File: config.mk
export PLATFORM = sky130hd
export DESIGN_NAME = multicycle_ctrl_flat
export DESIGN_NICKNAME = d
export VERILOG_FILES = /design/src/rtl/multicycle_ctrl_if.sv /design/src/rtl/multicycle_ctrl.sv /design/src/flat_wrapper.sv
export SDC_FILE = /design/constraint.sdc
export NUM_CORES = 1
export LEC_CHECK = 0
export ABC_AREA = 1
export BUFFER_PORTS_ARGS = -buffer_cell sky130_fd_sc_hd__buf_2
export CAP_MARGIN = 15
export CORE_MARGIN = 2
export CORE_UTILIZATION = 45
export DETAILED_ROUTE_END_ITERATION = 6
export GPL_ROUTABILITY_DRIVEN = 1
export PLACE_DENSITY = 0.71
export SLEW_MARGIN = 5
export SYNTH_ARGS = -nofsm -noshare
export SYNTH_HDL_FRONTEND = slang
export SYNTH_SLANG_ARGS = --single-unit
File: constraint.sdc
create_clock -name clk -period 7.1 [get_ports clk]
set_input_delay 1.065 -clock clk [delete_from_list [all_inputs] [get_ports clk]]
set_output_delay 1.065 -clock clk [all_outputs]
set_load 0.05 [all_outputs]
File: src/rtl/multicycle_ctrl_if.sv
// multicycle_ctrl_if: datapath/memory handshake bundle between the sequencer and its surroundings
interface multicycle_ctrl_if #(parameter int CNT_W = 32);
  logic [6:0] opcode;
  logic zero;
  logic mem_ready;
  logic mem_read;
  logic mem_write;
  logic iord;
  logic ir_write;
  logic pc_write;
  logic pc_write_cond;
  logic pc_src;
  logic alu_src_a;
  logic [1:0] alu_src_b;
  logic [1:0] alu_op;
  logic reg_write;
  logic mem_to_reg;
  logic illegal;
  logic [2:0] state;
  logic [CNT_W-1:0] instret;
  modport master (
    output opcode, zero, mem_ready,
    input mem_read, mem_write, iord, ir_write, pc_write, pc_write_cond, pc_src,
    input alu_src_a, alu_src_b, alu_op, reg_write, mem_to_reg, illegal, state, instret
  );
  modport slave (
    input opcode, zero, mem_ready,
    output mem_read, mem_write, iord, ir_write, pc_write, pc_write_cond, pc_src,
    output alu_src_a, alu_src_b, alu_op, reg_write, mem_to_reg, illegal, state, instret
  );
endinterface

File: src/rtl/multicycle_ctrl.sv
// multicycle_ctrl: FETCH/DECODE/EXEC/MEM/WB sequencer for the RV64 multi-cycle datapath
module multicycle_ctrl #(parameter int CNT_W = 32) (
  input logic clk,
  input logic reset,
  multicycle_ctrl_if.slave bus
);
  typedef enum logic [2:0] {FETCH = 3'd0, DECODE = 3'd1, EXEC = 3'd2, MEM = 3'd3, WB = 3'd4} state_e;
  state_e state_q, state_d;
  logic [CNT_W-1:0] instret_q, instret_d;
  logic retire, is_r, is_i, is_ld, is_st, is_br, legal;
  assign is_r = bus.opcode == 7'b0110011;
  assign is_i = bus.opcode == 7'b0010011;
  assign is_ld = bus.opcode == 7'b0000011;
  assign is_st = bus.opcode == 7'b0100011;
  assign is_br = bus.opcode == 7'b1100011;
  assign legal = is_r | is_i | is_ld | is_st | is_br;
  assign instret_d = instret_q + CNT_W'(retire);
  assign bus.state = state_q;
  assign bus.instret = instret_q;
  // Whole decode is gated by reset so every strobe is quiet while reset is held.
  always_comb begin
    state_d = FETCH;
    retire = 1'b0;
    bus.mem_read = 1'b0;
    bus.mem_write = 1'b0;
    bus.iord = 1'b0;
    bus.ir_write = 1'b0;
    bus.pc_write = 1'b0;
    bus.pc_write_cond = 1'b0;
    bus.pc_src = 1'b0;
    bus.alu_src_a = 1'b0;
    bus.alu_src_b = 2'b00;
    bus.alu_op = 2'b00;
    bus.reg_write = 1'b0;
    bus.mem_to_reg = 1'b0;
    bus.illegal = 1'b0;
    if (!reset) begin
      case (state_q)
        FETCH: begin
          bus.mem_read = 1'b1;
          bus.alu_src_b = 2'b01;
          bus.ir_write = bus.mem_ready;
          bus.pc_write = bus.mem_ready;
          state_d = bus.mem_ready ? DECODE : FETCH;
        end
        DECODE: begin
          bus.alu_src_b = 2'b10;
          bus.illegal = !legal;
          retire = !legal;
          state_d = legal ? EXEC : FETCH;
        end
        EXEC: begin
          bus.alu_src_a = 1'b1;
          bus.alu_src_b = (is_r || is_br) ? 2'b00 : 2'b10;
          bus.alu_op = is_br ? 2'b01 : (is_r || is_i) ? 2'b10 : 2'b00;
          bus.pc_write_cond = is_br;
          bus.pc_src = is_br;
          retire = is_br;
          state_d = (is_ld || is_st) ? MEM : (is_r || is_i) ? WB : FETCH;
        end
        MEM: begin
          bus.iord = 1'b1;
          bus.mem_read = is_ld;
          bus.mem_write = is_st;
          retire = is_st && bus.mem_ready;
          state_d = !bus.mem_ready ? MEM : is_ld ? WB : FETCH;
        end
        WB: begin
          bus.reg_write = 1'b1;
          bus.mem_to_reg = is_ld;
          retire = 1'b1;
        end
        default: state_d = FETCH;
      endcase
    end
  end
  always_ff @(posedge clk) begin
    state_q <= reset ? FETCH : state_d;
    instret_q <= reset ? '0 : instret_d;
  end
endmodule

File: src/flat_wrapper.sv
// flat-port wrapper written by rule: the top's interface ports become plain ports
module multicycle_ctrl_flat 
#(parameter int CNT_W = 32)
  (clk, reset, bus_opcode, bus_zero, bus_mem_ready, bus_mem_read, bus_mem_write, bus_iord, bus_ir_write, bus_pc_write, bus_pc_write_cond, bus_pc_src, bus_alu_src_a, bus_alu_src_b, bus_alu_op, bus_reg_write, bus_mem_to_reg, bus_illegal, bus_state, bus_instret);
  multicycle_ctrl_if #(.CNT_W(CNT_W)) bus_i ();
  input logic clk;
  input logic reset;
  input wire logic [$bits(bus_i.opcode)-1:0] bus_opcode;
  input wire logic [$bits(bus_i.zero)-1:0] bus_zero;
  input wire logic [$bits(bus_i.mem_ready)-1:0] bus_mem_ready;
  output wire logic [$bits(bus_i.mem_read)-1:0] bus_mem_read;
  output wire logic [$bits(bus_i.mem_write)-1:0] bus_mem_write;
  output wire logic [$bits(bus_i.iord)-1:0] bus_iord;
  output wire logic [$bits(bus_i.ir_write)-1:0] bus_ir_write;
  output wire logic [$bits(bus_i.pc_write)-1:0] bus_pc_write;
  output wire logic [$bits(bus_i.pc_write_cond)-1:0] bus_pc_write_cond;
  output wire logic [$bits(bus_i.pc_src)-1:0] bus_pc_src;
  output wire logic [$bits(bus_i.alu_src_a)-1:0] bus_alu_src_a;
  output wire logic [$bits(bus_i.alu_src_b)-1:0] bus_alu_src_b;
  output wire logic [$bits(bus_i.alu_op)-1:0] bus_alu_op;
  output wire logic [$bits(bus_i.reg_write)-1:0] bus_reg_write;
  output wire logic [$bits(bus_i.mem_to_reg)-1:0] bus_mem_to_reg;
  output wire logic [$bits(bus_i.illegal)-1:0] bus_illegal;
  output wire logic [$bits(bus_i.state)-1:0] bus_state;
  output wire logic [$bits(bus_i.instret)-1:0] bus_instret;
  assign bus_i.opcode = bus_opcode;
  assign bus_i.zero = bus_zero;
  assign bus_i.mem_ready = bus_mem_ready;
  assign bus_mem_read = bus_i.mem_read;
  assign bus_mem_write = bus_i.mem_write;
  assign bus_iord = bus_i.iord;
  assign bus_ir_write = bus_i.ir_write;
  assign bus_pc_write = bus_i.pc_write;
  assign bus_pc_write_cond = bus_i.pc_write_cond;
  assign bus_pc_src = bus_i.pc_src;
  assign bus_alu_src_a = bus_i.alu_src_a;
  assign bus_alu_src_b = bus_i.alu_src_b;
  assign bus_alu_op = bus_i.alu_op;
  assign bus_reg_write = bus_i.reg_write;
  assign bus_mem_to_reg = bus_i.mem_to_reg;
  assign bus_illegal = bus_i.illegal;
  assign bus_state = bus_i.state;
  assign bus_instret = bus_i.instret;
  multicycle_ctrl #(.CNT_W(CNT_W)) u_core (.clk(clk), .reset(reset), .bus(bus_i));
endmodule
==> reports/results.ini, run 1 <==
[status]
outcome=completed

[min_path]
min-delay-path-class=flop to flop

[yosys]
muxShareOfSynthArea_pct=0
synth-compound-area-share_pct=9.57
synthAdderAreaFrac_pct=1.18
synth_seq_cells=35
syn_area_per_cell_um2=5.96
synth_top_family_by_area=simple AND/OR/NAND/NOR gates
netlist.area_leader.share_pct=33.1
yosys-top-cells-area=dfxtp_1 (33%), nand2_1 (18%), nor2_1 (13%)
synth_xor_area_share_pct=1.65
yosysUniqueCellTypes=24
synth-seq-area-share_pct=33.1
yosysWarnings=0
yosysTopAreaCell=dfxtp_1
synthesis.area_um2=2120
synthCells=355
syn-num-nets=368
synth-simple-area-share_pct=44.3

[grt]
grt_pass1_vias=2083
antenna_found_initial=0
grt-ovfl-total=0
grt_usage_pct=22.1
grt_max_degree=34
grt_pass1_wl_um=9230

[finish]
postLayoutCoreUtil_pct=57.1
layout_common_cells=nand2_1 (102), nor2_1 (73), buf_2 (59)
drive_gt1_share_pct=19.8
nNetsFinal=427
final_common_cell=nand2_1
antennaDiodeCount=0
area_growth_pct=19.9

[floorplan]
die_w_um=72.6
start_util_pct=47.6
die_h_um=72.6
num_rows=24
io_pins=61
coreArea_um2=4440
die-area_um2=5270

[clock_network]
h-tree-depth=2
cts_buffers=5
cts_hold_buf=0
post_cts_buffers=0
worstSkewPairLatency_ns=0.29
clock_path_buffers=2
cts_tree=yes
cts-root-buf=clkbuf_8
path_clk_slew_ns=0.07
cts.sinks=35
cts_resized=0

[pwr]
p_total_mw=0.386
p_sw_mw=0.0939
seqPwrFrac_pct=51.2
combPwrFrac_pct=7.1
p_leak_nw=1.03
p_clk_share_pct=41.7
p_sw_share_pct=24.3
intPower_mw=0.292
ir_worst_vdd_v=0.0000848
power_density_nw_per_um2=152

[critical_path]
start_kind=primary input
critPathKind=primary input to primary output
endpoint_kind=primary output
cp.required_ns=6.03
endpoint=bus_pc_src
r2r_slack_ns=4.51
startpoint=reset
critPathMaxFanout=33
reg2reg_from=u_core.bus.state[0]$_SDFF_PP0_
regToRegEndpoint=u_core.bus.instret[10]$_SDFF_PP0_
reg2reg_depth=14
worstPathArrival_ns=2.43

[route]
wl_um=5380
via_per_inst=5.03
ant_nets=0
drt_iter0_drc=159
vias=2350
drt_first_pass_iters=5
drc=0
wl_per_cell_um=11.5

[place]
dp_hpwl_um=4200
routabilityCongestion=0.894
port_buffers=59
preCtsSetupSlack_ns=3.59

[sta]
tightest_slew_ns=0.636
slew_violations=0
layout_min_cycle_time_ns=3.50
whs_ns=0.478
clock_skew_ns=0.00278
maxSlewHeadroom_pct=57.6
max_freq_mhz=286
fin_crit_sh_pct=49.3
rsz0062_at_grt=no
finalHoldViolCount=0
setup_tns_ns=0
worst_slack_ns=3.60
setup_viol=0

[flow_run]
cap_violations=0

## power groups by stage
stage / Combinational (mW) / Sequential [mW] / Clock [mW]
final: 0.0274 / 0.198 / 0.161
after global routing: 0.0301 / 0.198 / 0.177
after CTS: 0.0276 / 0.198 / 0.165
after detailed placement: 0.0275 / 0.202 / 0
after global placement: 0.0273 / 0.202 / 0
after floorplan: 0.0179 / 0.205 / 0
## final cells by class
cell class,count,area (um2)
Clock buffer,8,100
Sequential cell,35,701
Multi-Input combinational cell,266,1200
Inverter,47,176
Fill cell,454,1910
Timing Repair Buffer,59,295
Tap cell,52,65.1
## worst max-delay path: stages
cell and delay [ns]:
buf_2 0.50, inv_1 0.35, nand2_1 0.21, nor2_1 0.08, buf_2 0.21
## synth_stat cells
cell type	number
ha_1	2
nor2_1	73
inv_2	2
nand3_1	23
clkbuf_1	3
nand2_4	1
o21a_1	3
xnor2_1	2
nor2_4	3
nand4_1	6
nor4_1	1
o211ai_1	1
nor3_1	3
xor2_1	2
dfxtp_1	35
a21boi_0	1
nand2_2	1
nor2_2	9
o21ai_0	9
nand2_1	102
inv_1	45
a21oi_1	24
buf_2	1
buf_4	3
## worst min-delay path by stage
| stage | start | endpoint | slack, ns | cells past startpoint |
|---|---|---|---|---|
| 3_5_place_dp | u_core.bus.instret[31]$_SDFF_PP0_ | u_core.bus.instret[31]$_SDFF_PP0_ | 0.47 | 2 |
| 5_1_grt | u_core.bus.instret[31]$_SDFF_PP0_ | u_core.bus.instret[31]$_SDFF_PP0_ | 0.51 | 2 |
| 6_report | u_core.bus.instret[31]$_SDFF_PP0_ | u_core.bus.instret[31]$_SDFF_PP0_ | 0.48 | 2 |
| 4_1_cts | u_core.bus.instret[31]$_SDFF_PP0_ | u_core.bus.instret[31]$_SDFF_PP0_ | 0.48 | 2 |
| 3_3_place_gp | u_core.bus.instret[31]$_SDFF_PP0_ | u_core.bus.instret[31]$_SDFF_PP0_ | 0.46 | 2 |
| 2_1_floorplan | u_core.bus.instret[31]$_SDFF_PP0_ | u_core.bus.instret[31]$_SDFF_PP0_ | 0.69 | 2 |
## cell families after synthesis
family / after synthesis
buf+inv: 54
simple gates: 222
compound gates: 38
flops: 35
xor+xnor: 4
fa+ha+maj: 2
## flip-flops by register name, indices dropped and copies added (netlist names)
signal,count
u_core.bus.state,3
u_core.bus.instret,32
## per-layer routing
layer | up-vias | GRT usage [%] | wire [um]
li1 | 1226 | - | -
met1 | 1062 | 29.4 | 2580
met2 | 55 | 36.1 | 2480
met3 | 7 | 4.70 | 249
met4 | 0 | 6.38 | 74
met5 | - | 0 | 0
## per-stage QoR
| step | instance area, um2 | std cells |
|---|---|---|
| after floorplan | 2120 | 355 |
| after global placement | 2440 | 459 |
| after detailed placement | 2440 | 459 |
| after CTS | 2540 | 467 |
| after global routing | 2540 | 467 |
| final | 2540 | 467 |
(Power assumes the default switching activity.)
==> run 2, diff against run 1 <==
--- a/config.mk
+++ b/config.mk
@@ -5,14 +5,14 @@
 export SDC_FILE = /design/constraint.sdc
 export NUM_CORES = 1
 export LEC_CHECK = 0
-export ABC_AREA = 1
+export ABC_AREA = 0
 export BUFFER_PORTS_ARGS = -buffer_cell sky130_fd_sc_hd__buf_2
 export CAP_MARGIN = 15
 export CORE_MARGIN = 2
 export CORE_UTILIZATION = 45
 export DETAILED_ROUTE_END_ITERATION = 6
 export GPL_ROUTABILITY_DRIVEN = 1
-export PLACE_DENSITY = 0.71
+export PLACE_DENSITY = 0.73
 export SLEW_MARGIN = 5
 export SYNTH_ARGS = -nofsm -noshare
 export SYNTH_HDL_FRONTEND = slang
==> constraint.sdc (replaced) <==
create_clock -name clk -period 3.59 [get_ports clk]
set_input_delay 0.5385 -clock clk [delete_from_list [all_inputs] [get_ports clk]]
set_output_delay 0.5385 -clock clk [all_outputs]
set_load 0.05 [all_outputs]
==> run 2 against run 1 <==
Against the previous run:
- non-clock buffer count is 6 higher
- via count is 29% lower
- critical path type is now primary input to flop
- synthesized area is 15% lower
- critical path depth is 9 higher
- synthesized cell count is 38% lower
- combinational power is 100% higher
==> reports/results.ini, run 2 <==
[grt]
grt_max_degree=22
grt_usage_pct=18.2
grt_pass1_wl_um=6380
grt_pass1_vias=1467
antenna_found_initial=0
grt-ovfl-total=0

[sta]
finalHoldViolCount=0
clock_skew_ns=0.00354
slew_violations=0
layout_min_cycle_time_ns=3.19
max_freq_mhz=314
whs_ns=0.549
setup_tns_ns=0
maxSlewHeadroom_pct=71.6
setup_viol=0
fin_crit_sh_pct=88.7
rsz0062_at_grt=no
tightest_slew_ns=0.426

[critical_path]
regToRegEndpoint=u_core.bus.instret[26]$_SDFF_PP0_
cp_slowest_cell=or4_1
critPathMaxFanout=8
reg2reg_depth=12
critPathKind=primary input to flop
endpoint_kind=flop
path_cells=buf_2, nor4bb_2, nand2_1, o32ai_1, a22oi_1, o31ai_1, ha_1, ha_1, nand3_1, or4_1, buf_4, nor3_1, xnor2_1, nor2_1
worstPathArrival_ns=3.35
cpPeakStageDelay_ns=0.52
cp_common_cell=ha_1
r2r_slack_ns=0.60
reg2reg_from=u_core.bus.state[1]$_SDFF_PP0_
cp.required_ns=3.75
start_kind=primary input

[yosys]
yosysUniqueCellTypes=40
yosysTopAreaCell=dfxtp_1
syn_area_per_cell_um2=8.23
synth-seq-area-share_pct=38.9
synthArstFlopShare_pct=0
synth_most_common_cell=nor2_1
synth_seq_cells=35
synthCells=219
synthesis.area_um2=1800
yosys-top-cells-area=dfxtp_1 (39%), xnor2_1 (10%), nor2_1 (8.3%)
syn-num-nets=232
yosysWarnings=0
synth_ff_type=dfxtp_1
netlist.area_leader.share_pct=38.9
synthTopCellsByCount=nor2_1 (40), dfxtp_1 (35), xnor2_1 (21), nand2_1 (17), nand3_1 (12)
synth-edff-count=0

[floorplan]
coreArea_um2=3910
num_rows=23
die_w_um=67.3
start_util_pct=46.1
die-area_um2=4530
die_h_um=67.3
io_pins=61

[finish]
postLayoutCoreUtil_pct=57.9
largest_reg_flops=32
area_growth_pct=25.7
final_common_cell=buf_2
layout_common_cells=buf_2 (59), nor2_1 (40), dfxtp_1 (35)
drive_gt1_share_pct=29.3
antennaDiodeCount=0
nNetsFinal=292

[pwr]
power_density_nw_per_um2=331
ir_worst_vdd_v=0.000182
p_total_mw=0.751
p_leak_nw=0.981

[route]
drt_iter0_drc=62
vias=1671
drt_first_pass_iters=4
wl_um=3810
wl_met3_um=221
via_per_inst=5.06
drc=0
dr_wl_met2_um=1830
wl_per_cell_um=11.5
ant_nets=0
top_layer=met4
m1WireLength_um=1710

[flow_run]
cap_violations=0

[place]
dp_hpwl_um=2860
port_buffers=59
routabilityCongestion=0.806

[clock_network]
cts_resized=0
cts.sinks=35
cts-root-buf=clkbuf_8
worstSkewPairLatency_ns=0.28
h-tree-depth=2
cts_buffers=5
post_cts_buffers=0
cts_hold_buf=0
path_clk_slew_ns=0.06
clock_path_buffers=2
cts_tree=yes

[min_path]
hold_end=u_core.bus.state[2]$_SDFF_PP0_
min-delay-path-class=primary input to flop
whs_path_depth=3
worstHoldStart=bus_mem_ready

[status]
outcome=completed

run 2: worst max path at each step:
stage / from / to / cells after the start
finish: bus_opcode[3] / u_core.bus.instret[26]$_SDFF_PP0_ / 14
global route: bus_opcode[3] / u_core.bus.instret[26]$_SDFF_PP0_ / 14
CTS: bus_opcode[3] / u_core.bus.instret[26]$_SDFF_PP0_ / 14
detailed placement: bus_opcode[3] / u_core.bus.instret[26]$_SDFF_PP0_ / 14
global placement: bus_opcode[3] / u_core.bus.instret[26]$_SDFF_PP0_ / 14
floorplan: bus_opcode[3] / u_core.bus.instret[28]$_SDFF_PP0_ / 13
run 2: final cells by class:
class | instances | area, um2
fill | 397 | 1650
clock buffer | 8 | 100
multi-input combinational | 163 | 1030
tap | 50 | 62.6
timing repair buffer | 65 | 340
inverter | 9 | 33.8
sequential | 35 | 701
run 2: cells by family (layout without fill, tap and decap cells):
group	Yosys count	count (layout)	synth area share (%)
adders and majority gates	2	2	1.39
DFF	35	35	38.9
muxes	1	1	0.625
and+or+nand+nor	119	119	34.8
xor gates and xnor gates	30	30	14.6
buffers and inverters	21	82	5.48
AOI/OAI and AO/OA	11	11	4.30
run 2: where the power goes:
part | total, mW | internal, mW | switching [mW]
Sequential | 0.393 | 0.390 | 0.00308
Combinational | 0.0559 | 0.0165 | 0.0394
Clock | 0.302 | 0.175 | 0.127
run 2: per-layer routing:
layer,vias up,track usage (%)
li1,861,-
met1,760,22.1
met2,46,31.3
met3,4,4.83
met4,0,5.36
met5,-,0
run 2: worst max-delay path, delay by kind of cell:
family          cells  cell delay (ns)
buf+inv             2             0.29
compound gates      3             0.64
simple gates        6             1.34
fa+ha+maj           2             0.41
xor+xnor            1             0.15
run 2: per-stage QoR:
stage                     cell area, um2  std cells  setup slack, ns
after detailed placement            2170        322           0.0799
after global placement              2170        322            0.116
after CTS                           2270        330            0.377
after global routing                2270        330            0.110
final                               2270        330            0.405
after floorplan                     1830        219            0.115
==> run 3, diff against run 2 <==
--- a/config.mk
+++ b/config.mk
@@ -7,12 +7,11 @@
 export LEC_CHECK = 0
 export ABC_AREA = 0
 export BUFFER_PORTS_ARGS = -buffer_cell sky130_fd_sc_hd__buf_2
-export CAP_MARGIN = 15
-export CORE_MARGIN = 2
-export CORE_UTILIZATION = 45
+export CORE_MARGIN = 5
+export CORE_UTILIZATION = 50
 export DETAILED_ROUTE_END_ITERATION = 6
 export GPL_ROUTABILITY_DRIVEN = 1
-export PLACE_DENSITY = 0.73
+export PLACE_DENSITY = 0.79
 export SLEW_MARGIN = 5
 export SYNTH_ARGS = -nofsm -noshare
 export SYNTH_HDL_FRONTEND = slang
==> run 3 against run 2 <==
Against the previous run:
- global-route usage decreased by 0.68 points
- core utilization up 6.7 points
- fmax increased by 1.5%
- sequential cell count unchanged
- critical path type unchanged
- count of clock-buffer cells in the layout down 2
- combinational power up 3%
- non-clock buffer count is the same
- final cell count fell by 1.8%
- largest cell class unchanged
- sequential power about the same
- power is 15% lower
- die area is 8.4% higher
- sequential share of layout area up 0.84 points
==> reports/results.ini, run 3 (synthesized netlist as in run 2, its figures left out) <==
[status]
outcome=completed

[place]
dp_hpwl_um=3050
postPlaceCellArea_um2=2160
routabilityCongestion=0.864
port_buffers=59
dp.cells=318
preCtsSetupSlack_ns=-0.0554

[sta]
slew_violations=0
finalHoldViolCount=0
tightest_slew_ns=0.416
worst_slack_ns=0.450
maxSlewHeadroom_pct=72.2
setup_viol=0
clock_skew_ns=0.00442
rsz0062_at_grt=no
setup_tns_ns=0
max_freq_mhz=319
fin_crit_sh_pct=87.5
layout_min_cycle_time_ns=3.14

[clock_network]
h-tree-depth=2
cts_buffers=5
cts.sinks=35
clock_path_buffers=2
path_clk_slew_ns=0.09
cts_tree=yes
cts-root-buf=clkbuf_4
worstSkewPairLatency_ns=0.33
post_cts_buffers=0

[floorplan]
die-area_um2=4910
die_h_um=70.1
io_pins=61
coreArea_um2=3420
start_util_pct=52.8
die_w_um=70.1
num_rows=21

[grt]
grt_usage_pct=17.5
antenna_found_initial=0
grt-ovfl-total=0
grt_pass1_wl_um=7150
grt_pass1_vias=1653
grt_max_degree=30

[pwr]
p_sw_share_pct=25.2
combPwrFrac_pct=9.0
intPower_mw=0.477
seqPwrFrac_pct=61.6
p_clk_share_pct=29.4
ir_worst_vdd_v=0.000151
p_leak_nw=0.956
power_density_nw_per_um2=289
p_sw_mw=0.161

[finish]
largest_reg_flops=32
postLayoutCellArea_um2=2210
antennaDiodeCount=0
nNetsFinal=292
layout_common_cells=buf_2 (59), nor2_1 (40), dfxtp_1 (35)
area_growth_pct=22.4
final_cells=324
n_fill_cell=324
drive_gt1_share_pct=29.1
final_common_cell=buf_2

[critical_path]
critPathKind=primary input to flop
worstPathArrival_ns=3.36
start_kind=primary input
critPathMaxFanout=8
endpoint_kind=flop
cp.required_ns=3.81

[route]
drt_iter0_drc=106
via_per_inst=5.27
drt_first_pass_iters=4
drc=0
vias=1709
ant_nets=0
wl_per_cell_um=12.4
wl_um=4030

[flow_run]
cap_violations=0

[min_path]
min-delay-path-class=primary input to flop

==> run 3: cell count changes in the layout (fill, tap and decap cells not counted) <==
cell      before  now
clkbuf_8       7    0
or4_1          1    0
clkbuf_4       0    5
or4_4          0    1
==> run 3: cell type report <==
| class | instances | area [um2] | area share, % |
|---|---|---|---|
| clock buffers | 6 | 41.3 | 1.87 |
| inverters | 9 | 33.8 | 1.53 |
| multi-input cells | 163 | 1030 | 46.8 |
| flip-flops and latches | 35 | 701 | 31.7 |
| well taps | 46 | 57.6 | 2.61 |
| repair buffers | 65 | 340 | 15.4 |
==> run 3: power groups by stage <==
stage | logic, mW | clock network, mW | registers [mW]
after global placement | 0.0572 | 0 | 0.402
after CTS | 0.0575 | 0.193 | 0.393
final | 0.0573 | 0.187 | 0.393
after floorplan | 0.0362 | 0 | 0.406
after global routing | 0.0620 | 0.210 | 0.393
after detailed placement | 0.0574 | 0 | 0.402
==> run 3: per-stage QoR <==
step	utilization [%]	hold WS [ns]	total power, mW
final	64.6	0.482	0.637
after global routing	64.6	0.485	0.666
after CTS	64.5	0.474	0.643
after detailed placement	63.3	0.527	0.459
after global placement	63.3	0.519	0.459
after floorplan	-	0.679	0.442
==> run 3: worst paths after layout <==
path	startpoint	to	slack (ns)	depth (start not counted)
min	bus_mem_ready	u_core.bus.state[2]$_SDFF_PP0_	0.48	3
min reg2reg	u_core.bus.instret[22]$_SDFF_PP0_	u_core.bus.instret[22]$_SDFF_PP0_	0.56	2
max	bus_opcode[3]	u_core.bus.instret[26]$_SDFF_PP0_	0.45	13
max reg2reg	u_core.bus.state[1]$_SDFF_PP0_	u_core.bus.instret[26]$_SDFF_PP0_	0.61	11
==> run 3: per-layer routing <==
layer	track usage, %	share of wire [%]
met1	21.3	46
met2	29.0	46
met3	3.73	6.1
met4	8.72	1.6
met5	0	0
==> run 3: critical path, stage by stage <==
cell      delay (ns)
buf_2           0.10
nor4bb_2        0.31
nand2_1         0.11
o32ai_1         0.29
a22oi_1         0.14
o31ai_1         0.23
ha_1            0.21
ha_1            0.21
nand3_1         0.13
or4_4           0.62
nor3_1          0.24
xnor2_1         0.15
nor2_1          0.06
==> run 3: timing repair <==
item / CTS / global route
gates resized for setup: 0 / 1
endpoints found under the setup margin: 0 / 1
hold buffers: 0 / 0
hold endpoints to repair: 0 / 0
